`config.mk`:
```
export PLATFORM = sky130hd
export DESIGN_NAME = pipe_hazard_ctrl_flat
export DESIGN_NICKNAME = d
export VERILOG_FILES = /design/src/rtl/pipe_hazard_ctrl_if.sv /design/src/rtl/pipe_hazard_ctrl.sv /design/src/flat_wrapper.sv
export SDC_FILE = /design/constraint.sdc
export NUM_CORES = 1
export LEC_CHECK = 0
export CAP_MARGIN = 15
export CORE_MARGIN = 2
export CORE_UTILIZATION = 38
export CTS_BUF_LIST = sky130_fd_sc_hd__clkbuf_8 sky130_fd_sc_hd__clkbuf_16
export DETAILED_ROUTE_END_ITERATION = 10
export GPL_ROUTABILITY_DRIVEN = 0
export PLACE_DENSITY = 0.8
export SYNTH_ARGS = -nofsm -noshare
export SYNTH_HDL_FRONTEND = slang
export SYNTH_SLANG_ARGS = --single-unit
```
`constraint.sdc`:
```
create_clock -name clk -period 2.3 [get_ports clk]
set_clock_uncertainty 0.15 [all_clocks]
set_input_delay 0.345 -clock clk [delete_from_list [all_inputs] [get_ports clk]]
set_output_delay 0.345 -clock clk [all_outputs]
set_load 0.005 [all_outputs]
```
`src/rtl/pipe_hazard_ctrl_if.sv`:
```
// rtl/pipe_hazard_ctrl_if.sv - hazard observation inputs and pipeline-register control strobes
interface pipe_hazard_ctrl_if;
  // ID-stage operand usage
  logic [4:0] id_rs;
  logic [4:0] id_rt;
  logic       id_uses_rs;
  logic       id_uses_rt;
  // EX-stage load and branch resolution
  logic       ex_mem_read;
  logic [4:0] ex_regd;
  logic       branch_taken_ex;
  // MEM-stage data-memory handshake
  logic       mem_req;
  logic       dmem_ack;
  // WB-stage jr resolution
  logic       jr_wb;
  // register load enables
  logic       pc_en;
  logic       ifid_en;
  logic       idex_en;
  logic       exmem_en;
  logic       memwb_en;
  // bubble injection, each overrides the matching enable
  logic       ifid_flush;
  logic       idex_flush;
  logic       exmem_flush;
  logic       memwb_flush;
  // PC source, memory cancel and fatal status
  logic       pc_sel_jr;
  logic       mem_kill;
  logic       mem_err;

  // pipeline side: reports hazards, consumes strobes
  modport master (
    output id_rs, id_rt, id_uses_rs, id_uses_rt,
    output ex_mem_read, ex_regd, branch_taken_ex,
    output mem_req, dmem_ack, jr_wb,
    input  pc_en, ifid_en, idex_en, exmem_en, memwb_en,
    input  ifid_flush, idex_flush, exmem_flush, memwb_flush,
    input  pc_sel_jr, mem_kill, mem_err
  );

  // controller side: observes hazards, drives strobes
  modport slave (
    input  id_rs, id_rt, id_uses_rs, id_uses_rt,
    input  ex_mem_read, ex_regd, branch_taken_ex,
    input  mem_req, dmem_ack, jr_wb,
    output pc_en, ifid_en, idex_en, exmem_en, memwb_en,
    output ifid_flush, idex_flush, exmem_flush, memwb_flush,
    output pc_sel_jr, mem_kill, mem_err
  );
endinterface

```
`src/rtl/pipe_hazard_ctrl.sv`:
```
// rtl/pipe_hazard_ctrl.sv - five-stage stall/flush sequencer; optional counters under PIPE_HAZARD_PERF_CNT_EN
module pipe_hazard_ctrl #(
  parameter int MEM_TIMEOUT = 16
) (
  input  logic                clk,
  input  logic                rst,
  pipe_hazard_ctrl_if.slave   hz
`ifdef PIPE_HAZARD_PERF_CNT_EN
  ,
  output logic [31:0]         stall_cycles,
  output logic [15:0]         flush_events
`endif
);

  // wait counter must hold MEM_TIMEOUT itself; a zero timeout still needs one bit
  localparam int CNT_W = (MEM_TIMEOUT < 1) ? 1 : $clog2(MEM_TIMEOUT + 1);
  localparam logic [CNT_W-1:0] TIMEOUT_VAL = CNT_W'(MEM_TIMEOUT);
  localparam logic [CNT_W-1:0] CNT_ONE     = CNT_W'(1);
  localparam logic [CNT_W-1:0] CNT_MAX     = {CNT_W{1'b1}};
  localparam bit               TIMEOUT_ON  = (MEM_TIMEOUT != 0);

  typedef enum logic [1:0] {
    ST_RUN      = 2'd0,
    ST_MEM_WAIT = 2'd1,
    ST_HALT     = 2'd2
  } state_t;

  state_t           state;
  logic [CNT_W-1:0] wait_cnt;
  logic             mem_err_q;

  logic load_use;
  logic rs_hit;
  logic rt_hit;
  logic mem_stall_req;
  logic timeout_hit;

  logic pc_en;
  logic ifid_en;
  logic idex_en;
  logic exmem_en;
  logic memwb_en;
  logic ifid_flush;
  logic idex_flush;
  logic exmem_flush;
  logic memwb_flush;
  logic pc_sel_jr;
  logic mem_kill;

  // hazard detection on the raw stage inputs
  always_comb begin
    rs_hit        = hz.id_uses_rs && (hz.id_rs == hz.ex_regd);
    rt_hit        = hz.id_uses_rt && (hz.id_rt == hz.ex_regd);
    // r0 is hardwired, so a load targeting it can never create a dependency
    load_use      = hz.ex_mem_read && (hz.ex_regd != 5'd0) && (rs_hit || rt_hit);
    mem_stall_req = hz.mem_req && !hz.dmem_ack;
    timeout_hit   = TIMEOUT_ON && (wait_cnt == TIMEOUT_VAL);
  end

  // Mealy strobe generation from current state and current hazards
  always_comb begin
    pc_en       = 1'b1;
    ifid_en     = 1'b1;
    idex_en     = 1'b1;
    exmem_en    = 1'b1;
    memwb_en    = 1'b1;
    ifid_flush  = 1'b0;
    idex_flush  = 1'b0;
    exmem_flush = 1'b0;
    memwb_flush = 1'b0;
    pc_sel_jr   = 1'b0;
    mem_kill    = 1'b0;
    if (rst) begin
      pc_en    = 1'b0;
      ifid_en  = 1'b0;
      idex_en  = 1'b0;
      exmem_en = 1'b0;
      memwb_en = 1'b0;
    end else begin
      case (state)
        ST_RUN: begin
          if (hz.jr_wb) begin
            // jr squashes every younger instruction, including a pending memory access
            pc_sel_jr   = 1'b1;
            ifid_flush  = 1'b1;
            idex_flush  = 1'b1;
            exmem_flush = 1'b1;
            memwb_flush = 1'b1;
            mem_kill    = 1'b1;
          end else if (mem_stall_req) begin
            pc_en       = 1'b0;
            ifid_en     = 1'b0;
            idex_en     = 1'b0;
            exmem_en    = 1'b0;
            memwb_flush = 1'b1;
          end else if (hz.branch_taken_ex) begin
            ifid_flush = 1'b1;
            idex_flush = 1'b1;
          end else if (load_use) begin
            pc_en      = 1'b0;
            ifid_en    = 1'b0;
            idex_flush = 1'b1;
          end
        end
        ST_MEM_WAIT: begin
          // the ack cycle releases the pipeline with plain defaults; held hazards re-evaluate next cycle
          if (!hz.dmem_ack) begin
            pc_en       = 1'b0;
            ifid_en     = 1'b0;
            idex_en     = 1'b0;
            exmem_en    = 1'b0;
            memwb_flush = 1'b1;
          end
        end
        ST_HALT: begin
          pc_en    = 1'b0;
          ifid_en  = 1'b0;
          idex_en  = 1'b0;
          exmem_en = 1'b0;
          memwb_en = 1'b0;
          mem_kill = 1'b1;
        end
        default: begin
          pc_en    = 1'b0;
          ifid_en  = 1'b0;
          idex_en  = 1'b0;
          exmem_en = 1'b0;
          memwb_en = 1'b0;
          mem_kill = 1'b1;
        end
      endcase
    end
  end

  // sequencer state, memory-wait counter and sticky timeout flag
  always_ff @(posedge clk) begin
    if (rst) begin
      state     <= ST_RUN;
      wait_cnt  <= '0;
      mem_err_q <= 1'b0;
    end else begin
      case (state)
        ST_RUN: begin
          if (!hz.jr_wb && mem_stall_req) begin
            state    <= ST_MEM_WAIT;
            wait_cnt <= CNT_ONE;
          end else begin
            wait_cnt <= '0;
          end
        end
        ST_MEM_WAIT: begin
          if (hz.dmem_ack) begin
            state    <= ST_RUN;
            wait_cnt <= '0;
          end else if (timeout_hit) begin
            state     <= ST_HALT;
            mem_err_q <= 1'b1;
          end else if (wait_cnt != CNT_MAX) begin
            // saturation only matters when the timeout is disabled
            wait_cnt <= wait_cnt + CNT_ONE;
          end
        end
        ST_HALT: begin
          state <= ST_HALT;
        end
        default: begin
          state <= ST_HALT;
        end
      endcase
    end
  end

  // drive the interface; mem_err is masked while reset is held
  always_comb begin
    hz.pc_en       = pc_en;
    hz.ifid_en     = ifid_en;
    hz.idex_en     = idex_en;
    hz.exmem_en    = exmem_en;
    hz.memwb_en    = memwb_en;
    hz.ifid_flush  = ifid_flush;
    hz.idex_flush  = idex_flush;
    hz.exmem_flush = exmem_flush;
    hz.memwb_flush = memwb_flush;
    hz.pc_sel_jr   = pc_sel_jr;
    hz.mem_kill    = mem_kill;
    hz.mem_err     = mem_err_q && !rst;
  end

`ifdef PIPE_HAZARD_PERF_CNT_EN
  logic any_flush;
  logic stalling;

  // classify the current cycle for the performance counters
  always_comb begin
    any_flush = ifid_flush || idex_flush || exmem_flush || memwb_flush;
    stalling  = !pc_en && ((state == ST_RUN) || (state == ST_MEM_WAIT));
  end

  // saturating stall-cycle and flush-event counters
  always_ff @(posedge clk) begin
    if (rst) begin
      stall_cycles <= '0;
      flush_events <= '0;
    end else begin
      if (stalling && (stall_cycles != 32'hFFFF_FFFF)) begin
        stall_cycles <= stall_cycles + 32'd1;
      end
      if (any_flush && (flush_events != 16'hFFFF)) begin
        flush_events <= flush_events + 16'd1;
      end
    end
  end
`endif

endmodule

```
`src/flat_wrapper.sv`:
```
// flat-port wrapper written by rule: the top's interface ports become plain ports
module pipe_hazard_ctrl_flat 
#(
  parameter int MEM_TIMEOUT = 16
)
  (clk, rst, hz_id_rs, hz_id_rt, hz_id_uses_rs, hz_id_uses_rt, hz_ex_mem_read, hz_ex_regd, hz_branch_taken_ex, hz_mem_req, hz_dmem_ack, hz_jr_wb, hz_pc_en, hz_ifid_en, hz_idex_en, hz_exmem_en, hz_memwb_en, hz_ifid_flush, hz_idex_flush, hz_exmem_flush, hz_memwb_flush, hz_pc_sel_jr, hz_mem_kill, hz_mem_err);
  pipe_hazard_ctrl_if hz_i ();
  input  logic clk;
  input  logic rst;
  input wire logic [$bits(hz_i.id_rs)-1:0] hz_id_rs;
  input wire logic [$bits(hz_i.id_rt)-1:0] hz_id_rt;
  input wire logic [$bits(hz_i.id_uses_rs)-1:0] hz_id_uses_rs;
  input wire logic [$bits(hz_i.id_uses_rt)-1:0] hz_id_uses_rt;
  input wire logic [$bits(hz_i.ex_mem_read)-1:0] hz_ex_mem_read;
  input wire logic [$bits(hz_i.ex_regd)-1:0] hz_ex_regd;
  input wire logic [$bits(hz_i.branch_taken_ex)-1:0] hz_branch_taken_ex;
  input wire logic [$bits(hz_i.mem_req)-1:0] hz_mem_req;
  input wire logic [$bits(hz_i.dmem_ack)-1:0] hz_dmem_ack;
  input wire logic [$bits(hz_i.jr_wb)-1:0] hz_jr_wb;
  output wire logic [$bits(hz_i.pc_en)-1:0] hz_pc_en;
  output wire logic [$bits(hz_i.ifid_en)-1:0] hz_ifid_en;
  output wire logic [$bits(hz_i.idex_en)-1:0] hz_idex_en;
  output wire logic [$bits(hz_i.exmem_en)-1:0] hz_exmem_en;
  output wire logic [$bits(hz_i.memwb_en)-1:0] hz_memwb_en;
  output wire logic [$bits(hz_i.ifid_flush)-1:0] hz_ifid_flush;
  output wire logic [$bits(hz_i.idex_flush)-1:0] hz_idex_flush;
  output wire logic [$bits(hz_i.exmem_flush)-1:0] hz_exmem_flush;
  output wire logic [$bits(hz_i.memwb_flush)-1:0] hz_memwb_flush;
  output wire logic [$bits(hz_i.pc_sel_jr)-1:0] hz_pc_sel_jr;
  output wire logic [$bits(hz_i.mem_kill)-1:0] hz_mem_kill;
  output wire logic [$bits(hz_i.mem_err)-1:0] hz_mem_err;
  assign hz_i.id_rs = hz_id_rs;
  assign hz_i.id_rt = hz_id_rt;
  assign hz_i.id_uses_rs = hz_id_uses_rs;
  assign hz_i.id_uses_rt = hz_id_uses_rt;
  assign hz_i.ex_mem_read = hz_ex_mem_read;
  assign hz_i.ex_regd = hz_ex_regd;
  assign hz_i.branch_taken_ex = hz_branch_taken_ex;
  assign hz_i.mem_req = hz_mem_req;
  assign hz_i.dmem_ack = hz_dmem_ack;
  assign hz_i.jr_wb = hz_jr_wb;
  assign hz_pc_en = hz_i.pc_en;
  assign hz_ifid_en = hz_i.ifid_en;
  assign hz_idex_en = hz_i.idex_en;
  assign hz_exmem_en = hz_i.exmem_en;
  assign hz_memwb_en = hz_i.memwb_en;
  assign hz_ifid_flush = hz_i.ifid_flush;
  assign hz_idex_flush = hz_i.idex_flush;
  assign hz_exmem_flush = hz_i.exmem_flush;
  assign hz_memwb_flush = hz_i.memwb_flush;
  assign hz_pc_sel_jr = hz_i.pc_sel_jr;
  assign hz_mem_kill = hz_i.mem_kill;
  assign hz_mem_err = hz_i.mem_err;
  pipe_hazard_ctrl #(.MEM_TIMEOUT(MEM_TIMEOUT)) u_core (.clk(clk), .rst(rst), .hz(hz_i));
endmodule
```
## Yosys cells after proc, flatten, opt, wreduce, memory -nomap -nowiden

Cells that the tools add are included.

| word-level totals | value |
|---|---|
| register bits after elaboration | 8 |
| output and inout bits | 12 |
| word-level logic and storage cells | 75 |

| operators by class | value |
|---|---|
| $add $sub $neg | 1 |
| equal/unequal tests | 9 |
| muxes and demuxes | 43 |
| bitwise operators | 1 |
| reduce and logical (&&, ||, !) cells | 18 |

Operator list:

| operator | number |
|---|---|
| $mux 1 | 31 |
| $mux 5 | 3 |
| $eq 5x5->1 | 2 |
| $pmux 5 s2 | 1 |
| $pmux 1 s2 | 4 |
| $logic_and 1x1->1 | 7 |
| $mux 2 | 3 |
| $ne 3x2->1 const B | 2 |
| $reduce_and 3->1 | 2 |
| $add 5x1->5 const B | 1 |
| $eq 5x5->1 const B | 1 |
| $ne 5x5->1 const B | 1 |
| $reduce_bool 5->1 | 1 |
| $pmux 2 s2 | 1 |
| $logic_not 1->1 | 3 |
| $ne 3x3->1 const B | 1 |
| $eq 2x1->1 const B | 1 |
| $logic_not 2->1 | 1 |
| $ne 2x1->1 const B | 1 |
| $reduce_and 2->1 | 1 |
| $reduce_bool 2->1 | 1 |
| $reduce_or 2->1 | 1 |
| $logic_or 1x1->1 | 1 |
| $not 1->1 | 1 |

## Longest topological paths before layout

| depth | value |
|---|---|
| depth in word-level cells | 10 |
| mapped depth | 6 |
| gate-level depth less buffers | 6 |

## Least setup slack after synthesis

Ideal clock, no wire load.

| timing | value |
|---|---|
| kind | input to output |
| start | in hz_ex_regd[1] |
| end | out hz_pc_en |
| data arrival time | 1.595 ns |
| required time | 1.805 ns |
| slack | 0.210 ns |
| cell stages on the path | 5 |
| path buffers | 1 |
| cell sequence | or4_1 o21ai_0 nor3_1 a211oi_1 buf_4 |

| between the ends | value |
|---|---|
| cells in the longest elaborated chain, start to end | 10 |

Ends and longest elaborated chain:

| item | RTL line | text |
|---|---|---|
| from (decl) | flat_wrapper.sv:15 | `input wire logic [$bits(hz_i.ex_regd)-1:0] hz_ex_regd;` |
| $eq 5x5->1 (on tied branches) | pipe_hazard_ctrl.sv:52, pipe_hazard_ctrl.sv:53 |  |
| $logic_and 1x1->1 (on tied branches) | pipe_hazard_ctrl.sv:52, pipe_hazard_ctrl.sv:53 |  |
| $logic_or 1x1->1 | pipe_hazard_ctrl.sv:55 | `load_use = hz.ex_mem_read && (hz.ex_regd != 5'd0) && (rs_hit \|\| rt_hit);` |
| $logic_and 1x1->1 (*) | pipe_hazard_ctrl.sv:55 |  |
| $mux 1 (*) (4 in series) | - |  |
| $pmux 1 s2 (*) | - |  |
| $mux 1 (*) | - |  |
| to (decl) | flat_wrapper.sv:20 | `output wire logic [$bits(hz_i.pc_en)-1:0] hz_pc_en;` |

Every way passes the cells marked *; elsewhere a longest branch is shown, timed or not.

## Worst setup path after layout

| timing | value |
|---|---|
| start | in hz_jr_wb |
| end | out hz_mem_kill |

| between the ends | value |
|---|---|
| cells in the longest elaborated chain, start to end | 3 |

Ends and longest elaborated chain:

| item | RTL line | text |
|---|---|---|
| from (decl) | flat_wrapper.sv:19 | `input wire logic [$bits(hz_i.jr_wb)-1:0] hz_jr_wb;` |
| $mux 1 | pipe_hazard_ctrl.sv:82 | `if (hz.jr_wb) begin` |
| $pmux 1 s2 | pipe_hazard_ctrl.sv:80 | `case (state)` |
| $mux 1 | pipe_hazard_ctrl.sv:73 | `if (rst) begin` |
| to (decl) | flat_wrapper.sv:30 | `output wire logic [$bits(hz_i.mem_kill)-1:0] hz_mem_kill;` |

Every way passes these cells.

==> results.txt <==
----------------------------------------------------
[Layout]
  Layout fillers ... 141
  Footprint of the flip-flops and latches ... 160 um^2
  Layout cells sized above 1 ... 0.222
  Area occupied by multi-input gates ... 513 um^2
  Number of nets in the finished design ... 164
  Diode insertion count for antenna repair ... 0
  Final Instance Count excl. Fillers ... 160
  Synthesis-to-finish area growth ... 73.2%
  Util after Layout ... 0.694

[Power]
  Worst IR Drop VDD ... 0.244 mV
  Sw power ... 0.000111 W
  Part of the power in registers ... 0.318
  Areal power density over the cells ... 376 nW/um^2
  Static Leakage ... 0.484 nW
  Net switching fraction of the power ... 0.247
  Total internal power ... 0.000339 W
  Share of power burned in combinational logic ... 0.300
  Overall power after layout ... 0.000451 W
  Clock share of power ... 0.382

[Detailed routing]
  Post-Route WL ... 1940 um
  Antenna-violating nets left ... 0
  Via Count ... 836
  Drt initial violations ... 5
  Via-per-instance ratio ... 5.23
  Wirelength per Cell ... 12.1 um
  First-pass DRT Iterations ... 4
  Residual DRC ... 0

[Setup path]
  FF-to-FF setup slack ... 230 ps
  Critical path data required time ... 1800 ps
  Setup crit start kind ... primary input
  Chain of cells forming the critical path ... clkdlybuf4s50_1 > nand2b_1 > buf_4 > a21oi_1 > clkdlybuf4s50_1
  Biggest fanout along the worst timing path ... 4
  Worst R2R End ... u_core.wait_cnt[3]$_SDFFE_PP0P_
  Critical path capture point type ... primary output
  Worst reg-to-reg path cell count ... 6
  Kind of critical path ... in -> out
  Critical Path AT ... 1750 ps
  Worst r2r src ... u_core.wait_cnt[0]$_SDFFE_PP0P_
  Delay of the slowest critical-path stage ... 520 ps
  Library cell contributing the largest single delay on the critical path ... sky130_fd_sc_hd__clkdlybuf4s50_1
  Most frequent cell on the critical path ... sky130_fd_sc_hd__clkdlybuf4s50_1

[Clock network]
  Latest clock arrival within the worst-skew pair ... 230 ps
  Clock root buffer master ... sky130_fd_sc_hd__clkbuf_8
  Hold-fix buffers, CTS ... 0
  Clock slew seen by the registers of the worst setup and hold paths ... 40 ps
  CTS sink count ... 8
  Clock tree from TritonCTS ... built
  CTS Buffer Depth ... 2
  H-tree lvl count ... 1
  Inserted Clock Buffers ... 3

[Placement]
  Detailed placer's ending HPWL ... 1620 um
  Placed Instances ... 156
  Port Buf Inserts ... 35

[GRT]
  First-pass GRT wire length ... 3080 um
  All-layer global routing usage ... 0.200
  Via count of the first global-routing pass ... 755
  Initial antenna violation count ... 0
  Pin count of the biggest net entering global routing ... 11
  Overflow left after global routing ... 0

[Floorplanning]
  Core Footprint ... 1730 um^2
  Die width ... 46.7 um
  Rows ... 15
  Die outline area ... 2180 um^2
  Floorplan die height ... 46.7 um
  Starting density of the core ... 0.401
  Ports ... 36

[Yosys]
  Area fraction in compound gates after synthesis ... 0.230
  Mapped Cells ... 90
  Primary FF master, synth ... sky130_fd_sc_hd__dfxtp_1
  Multiplexer share of the synthesized area ... 0.0145
  Simple logic cell fraction of the synthesized area ... 0.260
  Yosys top cell by area ... sky130_fd_sc_hd__dfxtp_1
  Post-synthesis sequential area ratio ... 0.231
  Count of cell types in the netlist ... 34
  Asr flop ratio synth ... 0
  EDFF count, synth ... 0
  Synthesis warning total ... 0
  Main combinational cell family by area after synthesis ... simple AND/OR/NAND/NOR gates
  Fraction of the mapped netlist area in adder cells ... 0.0542
  Fraction of post-synthesis cell area in the top cell type by area ... 0.231
  Synthesized area per cell ... 7.69 um^2
  Register bit total from synthesis ... 8
  Xor-xnor portion of the synthesized cell area ... 0.127
  Cell types occupying the most area after synthesis ... sky130_fd_sc_hd__dfxtp_1, sky130_fd_sc_hd__xnor2_1, sky130_fd_sc_hd__a21oi_1
  Syn_nets ... 117
  Post-Synthesis Cell Area ... 692 um^2

[Min path]
  Endpoint of the worst hold path ... u_core.mem_err_q$_SDFFE_PP0P_
  Min-Delay Startpoint ... u_core.mem_err_q$_SDFFE_PP0P_
  Kind of path behind the tightest hold check ... reg -> reg
  Worst hold path cell count ... 2

[Outcome]
  Outcome ... complete, no violations

[Timing]
  Final clock period utilization by the worst path ... 0.978
  Min cycle time layout ... 2250 ps
  Worst slew pin tran ... 347 ps
  Final hold violation count ... 0
  Final setup violation count ... 0
  Normalized max-slew margin ... 0.762
  Setup tns final ... 0 ps
  Worst hold margin ... 320 ps
  Final Slew Violations ... 0
  Upper clock frequency limit ... 445 MHz

[Flow run]
  Maxcap violations ... 0

----------------------------------------------------
==> repair_timing <==
item	CTS	global route
setup buffers	1	0
pin swaps	3	0
setup endpoints to repair	9	4
gates resized for setup	26	9
==> power groups by stage <==
stage	registers (W)	clock network, W	logic [W]
after floorplan	0.000145	0	0.0000499
after global placement	0.000145	0	0.000135
after detailed placement	0.000145	0	0.000138
after CTS	0.000143	0.000176	0.000132
after global routing	0.000143	0.000184	0.000147
final	0.000143	0.000172	0.000135
==> kinds of logic (layout without fill, tap and decap cells) <==
group,after synthesis,count (layout)
and+or+nand+nor,31,31
xor gates and xnor gates,10,10
DFF,8,8
muxes,1,1
buffers and inverters,12,57
AOI/OAI and AO/OA,25,25
adders and majority gates,3,3
==> how the worst max path moves through the flow <==
stage | start | endpoint | cells after the start | slack (ps)
global placement | hz_ex_regd[1] | hz_ifid_en | 6 | -620
detailed placement | hz_ex_regd[1] | hz_pc_en | 6 | -670
CTS | hz_ex_regd[0] | hz_idex_flush | 6 | 10
floorplan | hz_ex_regd[1] | hz_pc_en | 5 | 210
global route | hz_jr_wb | hz_mem_kill | 5 | -10
finish | hz_jr_wb | hz_mem_kill | 5 | 50
==> per-layer routing <==
metal	GRT usage	share of wire	up-vias
li1	-	-	419
met1	0.209	0.38	384
met2	0.369	0.56	29
met3	0.0314	0.054	4
met4	0.117	0.013	0
met5	0	0	-
==> registers in the layout, summed over array words and instances (netlist names) <==
register and cells:
u_core.state 2, u_core.wait_cnt 5, u_core.mem_err_q 1
==> per-stage QoR <==
step           worst slack [ps]  area (um^2)
6_report                   50.9         1200
5_1_grt                   -14.0         1200
4_1_cts                    11.9         1170
3_5_place_dp               -667         1130
3_3_place_gp               -619         1130
2_1_floorplan               210          692
==> critical path: cells and delay by family <==
| kind | cells | cell delay, ps |
|---|---|---|
| buf+inv | 3 | 1150 |
| compound gates | 1 | 150 |
| simple gates | 1 | 100 |
==> cells in the final DEF, fill, tap and decap left out, types with 2 or more instances in the layout <==
cell | netlist | final
sky130_fd_sc_hd__a31oi_1 | 2 | 2
sky130_fd_sc_hd__nand4_1 | 3 | 3
sky130_fd_sc_hd__o21ai_0 | 6 | 5
sky130_fd_sc_hd__clkdlybuf4s15_1 | 0 | 3
sky130_fd_sc_hd__dlygate4sd2_1 | 0 | 7
sky130_fd_sc_hd__clkbuf_8 | 0 | 3
sky130_fd_sc_hd__a21oi_1 | 8 | 7
sky130_fd_sc_hd__buf_4 | 3 | 12
sky130_fd_sc_hd__inv_1 | 6 | 6
sky130_fd_sc_hd__clkdlybuf4s50_1 | 0 | 21
sky130_fd_sc_hd__ha_1 | 3 | 3
sky130_fd_sc_hd__nor2_1 | 6 | 6
sky130_fd_sc_hd__xnor2_1 | 10 | 10
sky130_fd_sc_hd__dfxtp_1 | 8 | 8
sky130_fd_sc_hd__nand2b_1 | 4 | 4
sky130_fd_sc_hd__buf_2 | 1 | 2
sky130_fd_sc_hd__nor2b_1 | 2 | 2
sky130_fd_sc_hd__nand2_1 | 6 | 5
==> area by class of cell <==
type | instances | area share
multi-input combinational | 70 | 0.428
timing repair buffer | 48 | 0.359
sequential | 8 | 0.134
clock buffer | 3 | 0.0344
tap | 25 | 0.0261
inverter | 6 | 0.0188
==> cell usage after synthesis, types with 2 or more instances <==
cell type,instances
sky130_fd_sc_hd__nand2_1,6
sky130_fd_sc_hd__a31oi_1,2
sky130_fd_sc_hd__nand4_1,3
sky130_fd_sc_hd__dfxtp_1,8
sky130_fd_sc_hd__nor2_1,6
sky130_fd_sc_hd__a21oi_1,8
sky130_fd_sc_hd__nor2b_1,2
sky130_fd_sc_hd__buf_4,3
sky130_fd_sc_hd__or4_1,2
sky130_fd_sc_hd__o21ai_0,6
sky130_fd_sc_hd__xnor2_1,10
sky130_fd_sc_hd__nand2b_1,4
sky130_fd_sc_hd__inv_1,6
sky130_fd_sc_hd__ha_1,3
sky130_fd_sc_hd__clkbuf_1,2
Power figures use the tool's default switching activity.
